==> src/rtl/muldiv_unit.sv <==
// muldiv_unit: iterative RV32M multiply/divide unit for the execute stage.
// Every operation takes 34 cycles: one accept cycle, 32 CALC cycles, one FIX
// cycle, then a one-cycle Done pulse with MDResult valid.
//
// Ports:
//   clk        system clock, rising edge
//   reset      asynchronous active-low reset
//   Start      request pulse, sampled only in IDLE or DONE
//   MDControl  funct3: MUL, MULH, MULHSU, MULHU, DIV, DIVU, REM, REMU
//   SrcA       rs1: multiplicand / dividend
//   SrcB       rs2: multiplier / divisor
//   Busy       high in CALC and FIX
//   Done       one-cycle pulse in DONE
//   MDResult   result register, updated only on entry to DONE
//
// state | meaning
// ------+-------------------------------------------------------------
// IDLE  | waiting for Start
// CALC  | 32 iterations, one operand bit per cycle
// FIX   | apply signs and special cases, load MDResult
// DONE  | Done pulse; Start here issues the next op back-to-back
module muldiv_unit (
   input  logic        clk,
   input  logic        reset,
   input  logic        Start,
   input  logic [2:0]  MDControl,
   input  logic [31:0] SrcA,
   input  logic [31:0] SrcB,
   output logic        Busy,
   output logic        Done,
   output logic [31:0] MDResult
);

   localparam logic [1:0] S_IDLE = 2'd0;
   localparam logic [1:0] S_CALC = 2'd1;
   localparam logic [1:0] S_FIX  = 2'd2;
   localparam logic [1:0] S_DONE = 2'd3;

   logic [1:0]  state_q,  state_d;
   logic [4:0]  cnt_q,    cnt_d;
   logic [2:0]  op_q,     op_d;
   logic        sign_a_q, sign_a_d;
   logic        sign_b_q, sign_b_d;
   logic [31:0] a_q,      a_d;
   logic [31:0] b_q,      b_d;
   logic [63:0] acc_q,    acc_d;
   logic [31:0] result_q, result_d;

   logic        in_sign_a, in_sign_b;
   logic [32:0] rem_shift, rem_sub;
   logic [63:0] prod_adj;
   logic [31:0] quo_adj, rem_adj;

   // acc_q holds the 64-bit product for multiplies; for divides the upper
   // half is the partial remainder and the lower half collects quotient bits.
   always_comb begin
      state_d  = state_q;
      cnt_d    = cnt_q;
      op_d     = op_q;
      sign_a_d = sign_a_q;
      sign_b_d = sign_b_q;
      a_d      = a_q;
      b_d      = b_q;
      acc_d    = acc_q;
      result_d = result_q;

      // MULH, DIV, REM: both signed; MULHSU: only SrcA signed.
      in_sign_a = 1'b0;
      in_sign_b = 1'b0;
      if (MDControl == 3'b001 || MDControl == 3'b100 || MDControl == 3'b110) begin
         in_sign_a = SrcA[31];
         in_sign_b = SrcB[31];
      end else if (MDControl == 3'b010) begin
         in_sign_a = SrcA[31];
      end

      rem_shift = {acc_q[63:32], a_q[31]};
      rem_sub   = rem_shift - {1'b0, b_q};

      prod_adj = (sign_a_q ^ sign_b_q) ? (64'd0 - acc_q) : acc_q;
      quo_adj  = (sign_a_q ^ sign_b_q) ? (32'd0 - acc_q[31:0]) : acc_q[31:0];
      rem_adj  = sign_a_q ? (32'd0 - acc_q[63:32]) : acc_q[63:32];

      case (state_q)
         S_IDLE, S_DONE: begin
            if (Start) begin
               op_d     = MDControl;
               sign_a_d = in_sign_a;
               sign_b_d = in_sign_b;
               // 0x80000000 negates to itself, which is the correct magnitude.
               a_d      = in_sign_a ? (32'd0 - SrcA) : SrcA;
               b_d      = in_sign_b ? (32'd0 - SrcB) : SrcB;
               acc_d    = 64'd0;
               cnt_d    = 5'd0;
               state_d  = S_CALC;
            end else begin
               state_d = S_IDLE;
            end
         end
         S_CALC: begin
            cnt_d = cnt_q + 5'd1;
            if (op_q[2]) begin
               // Restoring divide: dividend bits enter MSB first from a_q.
               a_d = a_q << 1;
               if (!rem_sub[32])
                  acc_d = {rem_sub[31:0], acc_q[30:0], 1'b1};
               else
                  acc_d = {rem_shift[31:0], acc_q[30:0], 1'b0};
            end else begin
               // Shift-add, multiplier bits consumed MSB first.
               b_d   = b_q << 1;
               acc_d = {acc_q[62:0], 1'b0} + (b_q[31] ? {32'd0, a_q} : 64'd0);
            end
            if (cnt_q == 5'd31)
               state_d = S_FIX;
         end
         S_FIX: begin
            // With a zero divisor the restoring loop leaves |SrcA| as the
            // remainder, so REM/REMU need no override; only the quotient does.
            // Signed overflow (MIN / -1) also falls out of the sign fix-up.
            case (op_q)
               3'b000:                 result_d = acc_q[31:0];
               3'b001, 3'b010, 3'b011: result_d = prod_adj[63:32];
               3'b100, 3'b101:         result_d = (b_q == 32'd0) ? 32'hFFFF_FFFF : quo_adj;
               default:                result_d = rem_adj;
            endcase
            state_d = S_DONE;
         end
         default: state_d = S_IDLE;
      endcase
   end

   always_ff @(posedge clk or negedge reset) begin
      if (!reset) begin
         state_q  <= S_IDLE;
         cnt_q    <= 5'd0;
         op_q     <= 3'd0;
         sign_a_q <= 1'b0;
         sign_b_q <= 1'b0;
         a_q      <= 32'd0;
         b_q      <= 32'd0;
         acc_q    <= 64'd0;
         result_q <= 32'd0;
      end else begin
         state_q  <= state_d;
         cnt_q    <= cnt_d;
         op_q     <= op_d;
         sign_a_q <= sign_a_d;
         sign_b_q <= sign_b_d;
         a_q      <= a_d;
         b_q      <= b_d;
         acc_q    <= acc_d;
         result_q <= result_d;
      end
   end

   assign Busy     = (state_q == S_CALC) || (state_q == S_FIX);
   assign Done     = (state_q == S_DONE);
   assign MDResult = result_q;

endmodule
==> config.mk <==
export PLATFORM = sky130hd
export DESIGN_NAME = muldiv_unit
export DESIGN_NICKNAME = d
export VERILOG_FILES = /design/src/rtl/muldiv_unit.sv
export SDC_FILE = /design/constraint.sdc
export NUM_CORES = 1
export LEC_CHECK = 0
export ABC_AREA = 1
export BUFFER_PORTS_ARGS = -buffer_cell sky130_fd_sc_hd__buf_4
export CAP_MARGIN = 20
export CORE_AREA = 4 4 231 233
export DETAILED_ROUTE_END_ITERATION = 10
export DIE_AREA = 0 0 235 237
export PLACE_DENSITY_LB_ADDON = 0.05
export SYNTH_ARGS = -nofsm -noshare
export SYNTH_HDL_FRONTEND = slang
export SYNTH_SLANG_ARGS = --single-unit
==> constraint.sdc <==
create_clock -name clk -period 6.3 [get_ports clk]
set_input_delay 0.315 -clock clk [delete_from_list [all_inputs] [get_ports clk]]
set_output_delay 0.315 -clock clk [all_outputs]
set_load 0.005 [all_outputs]
# ---- Word level (Yosys, flattened, before mapping)
# Cells that the tools add are included.
# W data, S select, Z words.
dict set report word_totals {
  register_bits 172
  input_bits 70
  output_inout_bits 34
}
dict set report classes {
  add_sub_neg 8
  n_eq_ne 17
  n_mux 26
  bitwise 1
  reduce_logical 14
}
# operator count
set op_table {}
lappend op_table {{$mux W32} 10}
lappend op_table {{$mux W64} 4}
lappend op_table {{$pmux W32 S2} 2}
lappend op_table {{$pmux W64 S2} 1}
lappend op_table {{$sub A1 B32 Y32 const A} 4}
lappend op_table {{$pmux W32 S3} 1}
lappend op_table {{$add A64 B32 Y64} 1}
lappend op_table {{$sub A1 B64 Y64 const A} 1}
lappend op_table {{$sub A33 B32 Y33} 1}
lappend op_table {{$logic_not A32 Y1} 1}
lappend op_table {{$eq A3 B3 Y1 const B} 4}
lappend op_table {{$pmux W5 S2} 1}
lappend op_table {{$eq A3 B2 Y1 const B} 3}
lappend op_table {{$ne A2 B2 Y1 const B} 4}
lappend op_table {{$eq A3 B1 Y1 const B} 2}
lappend op_table {{$pmux W2 S3} 1}
lappend op_table {{$reduce_and A3 Y1} 2}
lappend op_table {{$add A5 B1 Y5 const B} 1}
lappend op_table {{$eq A5 B5 Y1 const B} 1}
lappend op_table {{$mux W5} 1}
lappend op_table {{$eq A2 B2 Y1 const B} 2}
lappend op_table {{$mux W1} 4}
lappend op_table {{$reduce_and A2 Y1} 2}
lappend op_table {{$reduce_or A2 Y1} 2}
lappend op_table {{8 further kinds} 10}

# ---- Logic depth before layout (Yosys ltp)
# Gate-level depths: netlist of run 1.
dict set report depth {
  word_depth 7
  mapped_depth 21
}

# ---- Least setup slack after synthesis of run 1
# No wires, ideal clock.
dict set report synth_path {
  path_kind {register -> register}
  startpoint {register b_q[31]}
  endpoint {register acc_q[21]}
  setup_time_ps 137
  t_arrival_ps 2201
  required_time_ps 6163
  setup_slack_ps 3961
  stages_incl_launch_ff 17
  synth_period_minus_slack_ps 2339
  path_cell_list {dfrtp_1 > buf_2 > clkbuf_1 > nand2_1 > inv_1 > fa_1 > nand2_1 > inv_1 > nand2_1 > nand2_1 > nand3_1 > nand3_1 > nand2_1 > nand2_1 > or2_2 > nand3_1 > a31oi_1}
}
dict set report synth_between {
  elab_chain_cells 4
}
# item line
set synth_rtl {}
lappend synth_rtl {{start: declaration} 45} ;# logic [31:0] b_q, b_d;
lappend synth_rtl {{start signal: assignment} 141} ;# b_q <= 32'd0;
lappend synth_rtl {{start signal: assignment} 151} ;# b_q <= b_d;
lappend synth_rtl {{$mux W32} 112} ;# acc_d = {acc_q[62:0], 1'b0} + (b_q[31] ? {32'd0, a_q} : 64'd0);
lappend synth_rtl {{$add A64 B32 Y64} 112}
lappend synth_rtl {{$mux W64} 102} ;# if (op_q[2]) begin
lappend synth_rtl {{$pmux W64 S2} 84} ;# case (state_q)
lappend synth_rtl {{end signal: assignment} 142} ;# acc_q <= 64'd0;
lappend synth_rtl {{end signal: assignment} 152} ;# acc_q <= acc_d;
lappend synth_rtl {{end: declaration} 46} ;# logic [63:0] acc_q, acc_d;
# Every way passes these cells.
# A chain may end at the register's enable or synchronous reset.

# ---- Final worst setup path of run 1
dict set report layout_path {
  startpoint {register state_q[1]}
  endpoint {register b_q[12]}
}
dict set report layout_between {
  elab_chain_cells 4
  word_cells_on_any_way 9
  classes_between {eq/ne: 4; mux: 1; reduce/logical: 4}
}
# item line
set layout_rtl {}
lappend layout_rtl {{start: declaration} 39} ;# logic [1:0] state_q, state_d;
lappend layout_rtl {{start signal: assignment} 145} ;# state_q <= state_d;
lappend layout_rtl {{$eq A2 B2 Y1 / $logic_not A2 Y1 (equally long branches)} 84}
lappend layout_rtl {{$reduce_or A2 Y1} 84}
lappend layout_rtl {{$ne A2 B2 Y1 (no line) / $reduce_bool A2 Y1 (equally long branches)} --}
lappend layout_rtl {{$reduce_and A3 Y1 (no line)} --}
# Parallel ways exist; a longest one is shown, timed or not.

==> reports/qor.csv, run 1 <==
stage;metric;value;unit
route;DRT Wirelength;90500;um
place;GPL Wtd Cong;1.00;
synth;most common cell in the netlist;nand2_1;
timing;clock skew;0.0147;ns
finish;# fillers;5758;
floorplan;Die W;235;um
synth;Post-synth top flop;dfrtp_1;
worst_setup_path;most frequent CP cell;buf_4;
route;# DRC;0;
synth;post-synth cell types;51;
place;IO Port Bufs;103;
finish;FF/Latch Area;4300;um2
worst_setup_path;flop2flop setup slack;2.60;ns
synth;Synth top area share;0.235;
synth;asr flop ratio synth;1.00;
place;HPWL Detailed;73200;um
synth;register area share after synthesis;0.212;
job;max_cap viols;0;
worst_setup_path;WP data arrival;4.13;ns
floorplan;std cell rows;83;
worst_setup_path;r2r startpoint;state_q[1];
timing;Slew Limit Fails;0;
cts;root buffer cell;clkbuf_16;
synth;syn avg cell area;5.55;um2
synth;cell taking the most area after synthesis;nand2_1;
timing;Hold Fails Final Rpt;0;
cts;clock slew at reported path FFs;0.09;ns
cts;CTS tree;done;
synth;most frequent cells after synthesis;1274 x nand2_1, 566 x inv_1, 363 x nor2_1;
finish;final core occ;0.434;
route;drt pass-1 iters;6;
cts;H-tree depth;4;
route;vias per cell;5.48;
timing;Final setup viols;0;
route;via count;24000;
timing;Fmax achieved;0.270;GHz
synth;Synth Instances;3667;
timing;RSZ-0062 raised after global routing;false;
worst_setup_path;worst reg2reg path depth;12;
worst_setup_path;crit path launch;state_q[1];
global_route;GR Overflow Total;0;
timing;fin crit share;0.587;
floorplan;initial core utilization;0.397;
finish;final net count;3837;
synth;Post-synth EDFFs;0;
cts;Num CTS Buffers;17;
finish;Area Overhead vs Synth;9.29;%
cts;Skew-Pair Late Insertion Delay;0.51;ns
synth;YS warnings;0;
synth;Mapped Area;20300;um2
worst_setup_path;Crit-path slowest cell;clkinv_1;
global_route;vias in the first global route;22300;
worst_setup_path;Crit Path Category;reg2reg;
worst_setup_path;max incr delay on CP;0.72;ns
floorplan;IO Count;104;
global_route;aggregate global-route resource usage;0.316;
min_path;Hold Crit Class;in2reg;
worst_setup_path;CP Max Fanout;72;
timing;final worst path period need;3.70;ns
worst_setup_path;end of the critical path;b_q[12];
finish;# diodes;0;
floorplan;Core ar.;51200;um2
timing;Worst Max-Slew Pin Slew;1.05;ns
floorplan;DIE HEIGHT;237;um
global_route;initial antenna violation count;0;
synth;syn nets;3812;
cts;post_cts resized;0;
cts;clk buf depth;2;
timing;Slew HR;0.301;
finish;area of the multi-input gates;13300;um2
worst_setup_path;CP Launch Type;flip-flop;
global_route;first-pass GRT wire length;136000;um
worst_setup_path;reg-to-reg critical path endpoint;b_q[12];
synth;most area-consuming cells after synthesis;nand2_1 24%, dfrtp_1 21%, inv_1 10%, nand3_1 7.9%, nor2_1 6.7%;
route;Detail Route Antenna Nets;0;
floorplan;Die ar.;55700;um2
outcome;status;finished clean;
route;DR iter-0 viols;2819;
global_route;largest net degree at the start of global routing;73;
synth;Yosys reg bits;172;
worst_setup_path;critical path required time;6.73;ns
timing;setup TNS;0;ns
cts;Sink Count;172;
finish;layout cell share with drive strength beyond 1;0.0637;
worst_setup_path;critical-path cell list;inv_1 > ha_2 > buf_4 > nand2_1 > inv_1 > buf_4 > nor2_2 > buf_4 > clkinv_1 > a21oi_1 > o21ai_0 > o21ai_0;
route;Routed WL per cell;20.6;um
worst_setup_path;CP endpoint kind;flip-flop;
==> per-layer routing <==
layer	part of all wire	vias to the layer above	track usage	wire length [um]
met3	0.085	140	0.0542	7710
met2	0.43	1059	0.482	38800
met4	0.032	0	0.106	2850
met1	0.45	11200	0.451	41100
li1	-	11600	-	-
met5	0	-	0	0
==> cells in the final DEF (no fill, tap or decap), types with 3 or more instances in the layout <==
| master | count |
|---|---|
| o211ai_1 | 19 |
| clkbuf_16 | 17 |
| o221ai_1 | 8 |
| inv_2 | 7 |
| nand3_1 | 323 |
| xnor2_1 | 12 |
| ha_1 | 72 |
| inv_1 | 565 |
| a2bb2oi_1 | 5 |
| nor3_2 | 3 |
| nand4_1 | 55 |
| inv_6 | 5 |
| o21ai_0 | 211 |
| nand2_1 | 1274 |
| a211oi_1 | 4 |
| a31oi_1 | 24 |
| o22ai_1 | 6 |
| buf_4 | 127 |
| and3_1 | 8 |
| inv_8 | 4 |
| o21bai_1 | 6 |
| and2_1 | 7 |
| o21ai_2 | 3 |
| o21ai_1 | 8 |
| nor2_2 | 14 |
| nand2_2 | 10 |
| nor2_1 | 358 |
| nand2_4 | 5 |
| dfrtp_1 | 172 |
| a22oi_1 | 5 |
| nand3b_1 | 18 |
| nor3_1 | 45 |
| or2_2 | 27 |
| a21oi_1 | 170 |
| or2_1 | 3 |
| nor4_1 | 5 |
| clkinv_1 | 7 |
| xor2_1 | 68 |
==> metrics by stage <==
stage               setup slack, ns  instance area (um2)  std cells  hold slack [ns]
detailed placement             2.65                21600       4352            0.311
global placement               2.76                21600       4352            0.312
finish                         2.60                22200       4385           0.0979
floorplan                      3.96                20300       3667           0.0194
global route                   2.24                22200       4385           0.0932
CTS                            2.64                22200       4385           0.0646
==> sequential cells by signal, indices dropped and copies added (netlist names), 2 cells and up <==
signal / cells
b_q: 32
cnt_q: 5
a_q: 32
MDResult: 32
acc_q: 64
state_q: 2
op_q: 3
==> worst min-delay path by stage <==
stage                        start          end  cells after the start
after global placement       reset       b_q[5]                      1
after detailed placement     reset       b_q[8]                      1
final                     SrcA[31]      a_q[31]                      3
after global routing      SrcA[31]      a_q[31]                      3
after CTS                 SrcA[31]      a_q[31]                      3
after floorplan              reset  MDResult[0]                      0
==> cells by family (layout without fill, tap and decap cells) <==
group | count (synthesis) | count (layout) | share of synthesized area
adders and majority gates | 75 | 75 | 0.0469
and+or+nand+nor | 2160 | 2160 | 0.444
DFF | 172 | 172 | 0.212
xor gates and xnor gates | 81 | 81 | 0.0352
buffers and inverters | 702 | 740 | 0.134
AOI/OAI and AO/OA | 477 | 477 | 0.128
==> area by class of cell <==
cell class	count	share of cell area
Timing Repair Buffer	129	0.0440
Sequential cell	172	0.194
Multi-Input combinational cell	2793	0.600
Clock buffer	18	0.0193
Inverter	579	0.0978
Clock inverter	14	0.00754
Tap cell	680	0.0383
==> worst max-delay path, delay by kind of cell, from the launching register on <==
kind / cells / cell delay, ns
buf+inv: 6 / 1.82
flops: 1 / 0.38
compound gates: 3 / 0.58
simple gates: 2 / 0.60
fa+ha+maj: 1 / 0.18
==> repair_timing <==
item	in CTS	in global routing
hold buffers	1	0
setup buffers	0	0
endpoints found under the hold margin	48	0
Power of run 1 is left out: the tool's default activity adds up to more than one toggle a clock period on the data nets, which glitch-free logic cannot reach.
==> run 2: changes to the inputs <==
==> constraint.sdc (replaced) <==
create_clock -name clk -period 3.1 [get_ports clk]
set_input_delay 0.155 -clock clk [delete_from_list [all_inputs] [get_ports clk]]
set_output_delay 0.155 -clock clk [all_outputs]
set_load 0.005 [all_outputs]
==> run 2 against run 1 <==
Clock skew up 0.0015 ns. Setup slack worse by 2.4 ns. Cell area up 4.1%.
==> reports/qor.csv, run 2 (synthesis gave the netlist of run 1 again) <==
stage;metric;value;unit;change
cts;H-tree depth;4;;unchanged
finish;max FFs per register;64;;unchanged
cts;clock slew at reported path FFs;0.08;ns;was 0.09 ns
timing;Final setup viols;0;;unchanged
timing;final worst path period need;2.94;ns;was 3.70 ns
worst_setup_path;Crit-path slowest cell;nor3_1;;was clkinv_1
timing;setup TNS;0;ns;unchanged
worst_setup_path;Crit Path Category;reg2reg;;unchanged
route;Routed WL per cell;20.5;um;was 20.6 um
cts;Skew-Pair Late Insertion Delay;0.51;ns;about the same
route;DR iter-0 viols;2631;;was 2819
route;via count;24600;;was 24000
job;max_cap viols;0;;unchanged
place;IO Port Bufs;103;;unchanged
finish;area of the multi-input gates;13400;um2;was 13300 um2
worst_setup_path;critical-path cell list;buf_12 > nand2_1 > inv_1 > ha_1 > nand2_1 > nor2_1 > inv_1 > nor3_1 > nand3_1 > nand4_1 > nand3_1 > nand3_1 > nand2_1;;was inv_1 > ha_2 > buf_4 > nand2_1 > inv_1 > buf_4 > nor2_2 > buf_4 > clkinv_1 > a21oi_1 > o21ai_0 > o21ai_0
route;# DRC;0;;unchanged
timing;Slew HR;0.448;;was 0.301
global_route;aggregate global-route resource usage;0.320;;was 0.316
floorplan;DIE HEIGHT;237;um;unchanged
timing;fin crit share;0.947;;was 0.587
place;GPL Wtd Cong;1.03;;was 1.00
cts;Num CTS Buffers;17;;unchanged
finish;most common cell after layout, fill and taps aside;nand2_1;;unchanged
worst_setup_path;max incr delay on CP;0.58;ns;was 0.72 ns
timing;Worst Max-Slew Pin Slew;0.820;ns;was 1.05 ns
timing;clock skew;0.0163;ns;was 0.0147 ns
cts;CTS tree;done;;unchanged
worst_setup_path;critical path required time;3.50;ns;was 6.73 ns
worst_setup_path;CP Max Fanout;33;;was 72
min_path;Hold Crit Class;in2reg;;unchanged
cts;root buffer cell;clkbuf_16;;unchanged
floorplan;Core ar.;51200;um2;unchanged
place;pre-CTS setup slack;0.200;ns;was 2.65 ns
worst_setup_path;CP endpoint kind;flip-flop;;unchanged
finish;FF/Latch Area;4300;um2;unchanged
route;drt pass-1 iters;6;;unchanged
floorplan;std cell rows;83;;unchanged
global_route;GR Overflow Total;0;;unchanged
timing;Fmax achieved;0.341;GHz;was 0.270 GHz
global_route;initial antenna violation count;1;;was 0
route;vias per cell;5.48;;about the same
worst_setup_path;flop2flop setup slack;0.16;ns;was 2.60 ns
place;HPWL Detailed;74100;um;was 73200 um
outcome;status;finished clean;;unchanged
cts;clk buf depth;2;;unchanged
cts;Sink Count;172;;unchanged
finish;layout cell share with drive strength beyond 1;0.0810;;was 0.0637
finish;# fillers;5622;;was 5758
floorplan;Die W;235;um;unchanged
floorplan;initial core utilization;0.397;;unchanged
min_path;Hold Path Depth;4;;was 3
timing;Final WS setup;0.164;ns;was 2.60 ns
finish;Area Overhead vs Synth;13.7;%;was 9.29%
route;DRT Wirelength;92000;um;was 90500 um
worst_setup_path;CP Launch Type;flip-flop;;unchanged
global_route;largest net degree at the start of global routing;75;;was 73
worst_setup_path;worst reg2reg path depth;13;;was 12
floorplan;IO Count;104;;unchanged
worst_setup_path;WP data arrival;3.34;ns;was 4.13 ns
global_route;vias in the first global route;22300;;about the same
route;Detail Route Antenna Nets;0;;unchanged
timing;Slew Limit Fails;0;;unchanged
timing;Hold Fails Final Rpt;0;;unchanged
floorplan;Die ar.;55700;um2;unchanged
global_route;first-pass GRT wire length;138000;um;was 136000 um
timing;RSZ-0062 raised after global routing;false;;unchanged
finish;most frequent cells in the layout;1274 x nand2_1, 565 x inv_1, 358 x nor2_1, 322 x nand3_1, 211 x o21ai_0;;was 1274 x nand2_1, 565 x inv_1, 358 x nor2_1, 323 x nand3_1, 211 x o21ai_0
finish;final net count;3934;;was 3837
finish;largest reg by FF count;acc_q;;unchanged
run 2: cell count changes in the layout (fill, tap and decap cells not counted), moves of 2 or more:
cell           change
inv_12             +2
dlygate4sd3_1     +28
inv_6              -3
clkinv_8           +5
buf_12             +3
buf_4             +65
run 2: routing by layer:
layer	GRT usage	part of all wire	routed length, um
met5	0	0	0
met4	0.103	0.032	2910
met3	0.0432	0.079	7280
met2	0.503	0.44	40500
met1	0.455	0.45	41300
run 2: stage by stage:
step           hold WS [ns]  cells  utilization  cell area [um2]
2_1_floorplan        -0.141   3667            -            20300
4_1_cts            0.000802   4477        0.451            23100
5_1_grt              0.0372   4482        0.452            23100
6_report             0.0370   4483        0.452            23100
3_3_place_gp         0.0810   4416        0.433            22100
3_5_place_dp         0.0867   4416        0.433            22100
run 2: path summary, 6_finish.rpt:
check | to | startpoint
max | acc_q[46] | b_q[31]
min | a_q[5] | SrcA[5]
max reg2reg | acc_q[46] | b_q[31]
min reg2reg | MDResult[14] | MDResult[14]
max in group asynchronous | MDResult[12] | reset
min in group asynchronous | b_q[5] | reset
run 2: cell type report:
class	count	area share
sequential	172	0.186
antenna	1	0.000108
clock buffer	17	0.0184
inverter	579	0.0939
clock inverter	15	0.00892
multi-input combinational	2794	0.578
tap	680	0.0368
timing repair buffer	225	0.0780
run 2: repair_timing:
action / 4_1_cts / 5_1_grt
hold endpoints to repair: 200 / 0
hold buffers: 29 / 0
setup endpoints to repair: 0 / 28
buffers inserted: 0 / 4
resized for setup: 0 / 4
run 2: worst max-delay path: cells and delay by family, from the launching register on:
kind | cells | cell delay (ns)
and+or+nand+nor | 9 | 1.68
adders and majority gates | 1 | 0.38
DFF | 1 | 0.40
buffers and inverters | 3 | 0.36
Power of run 2 is left out for the same reason.
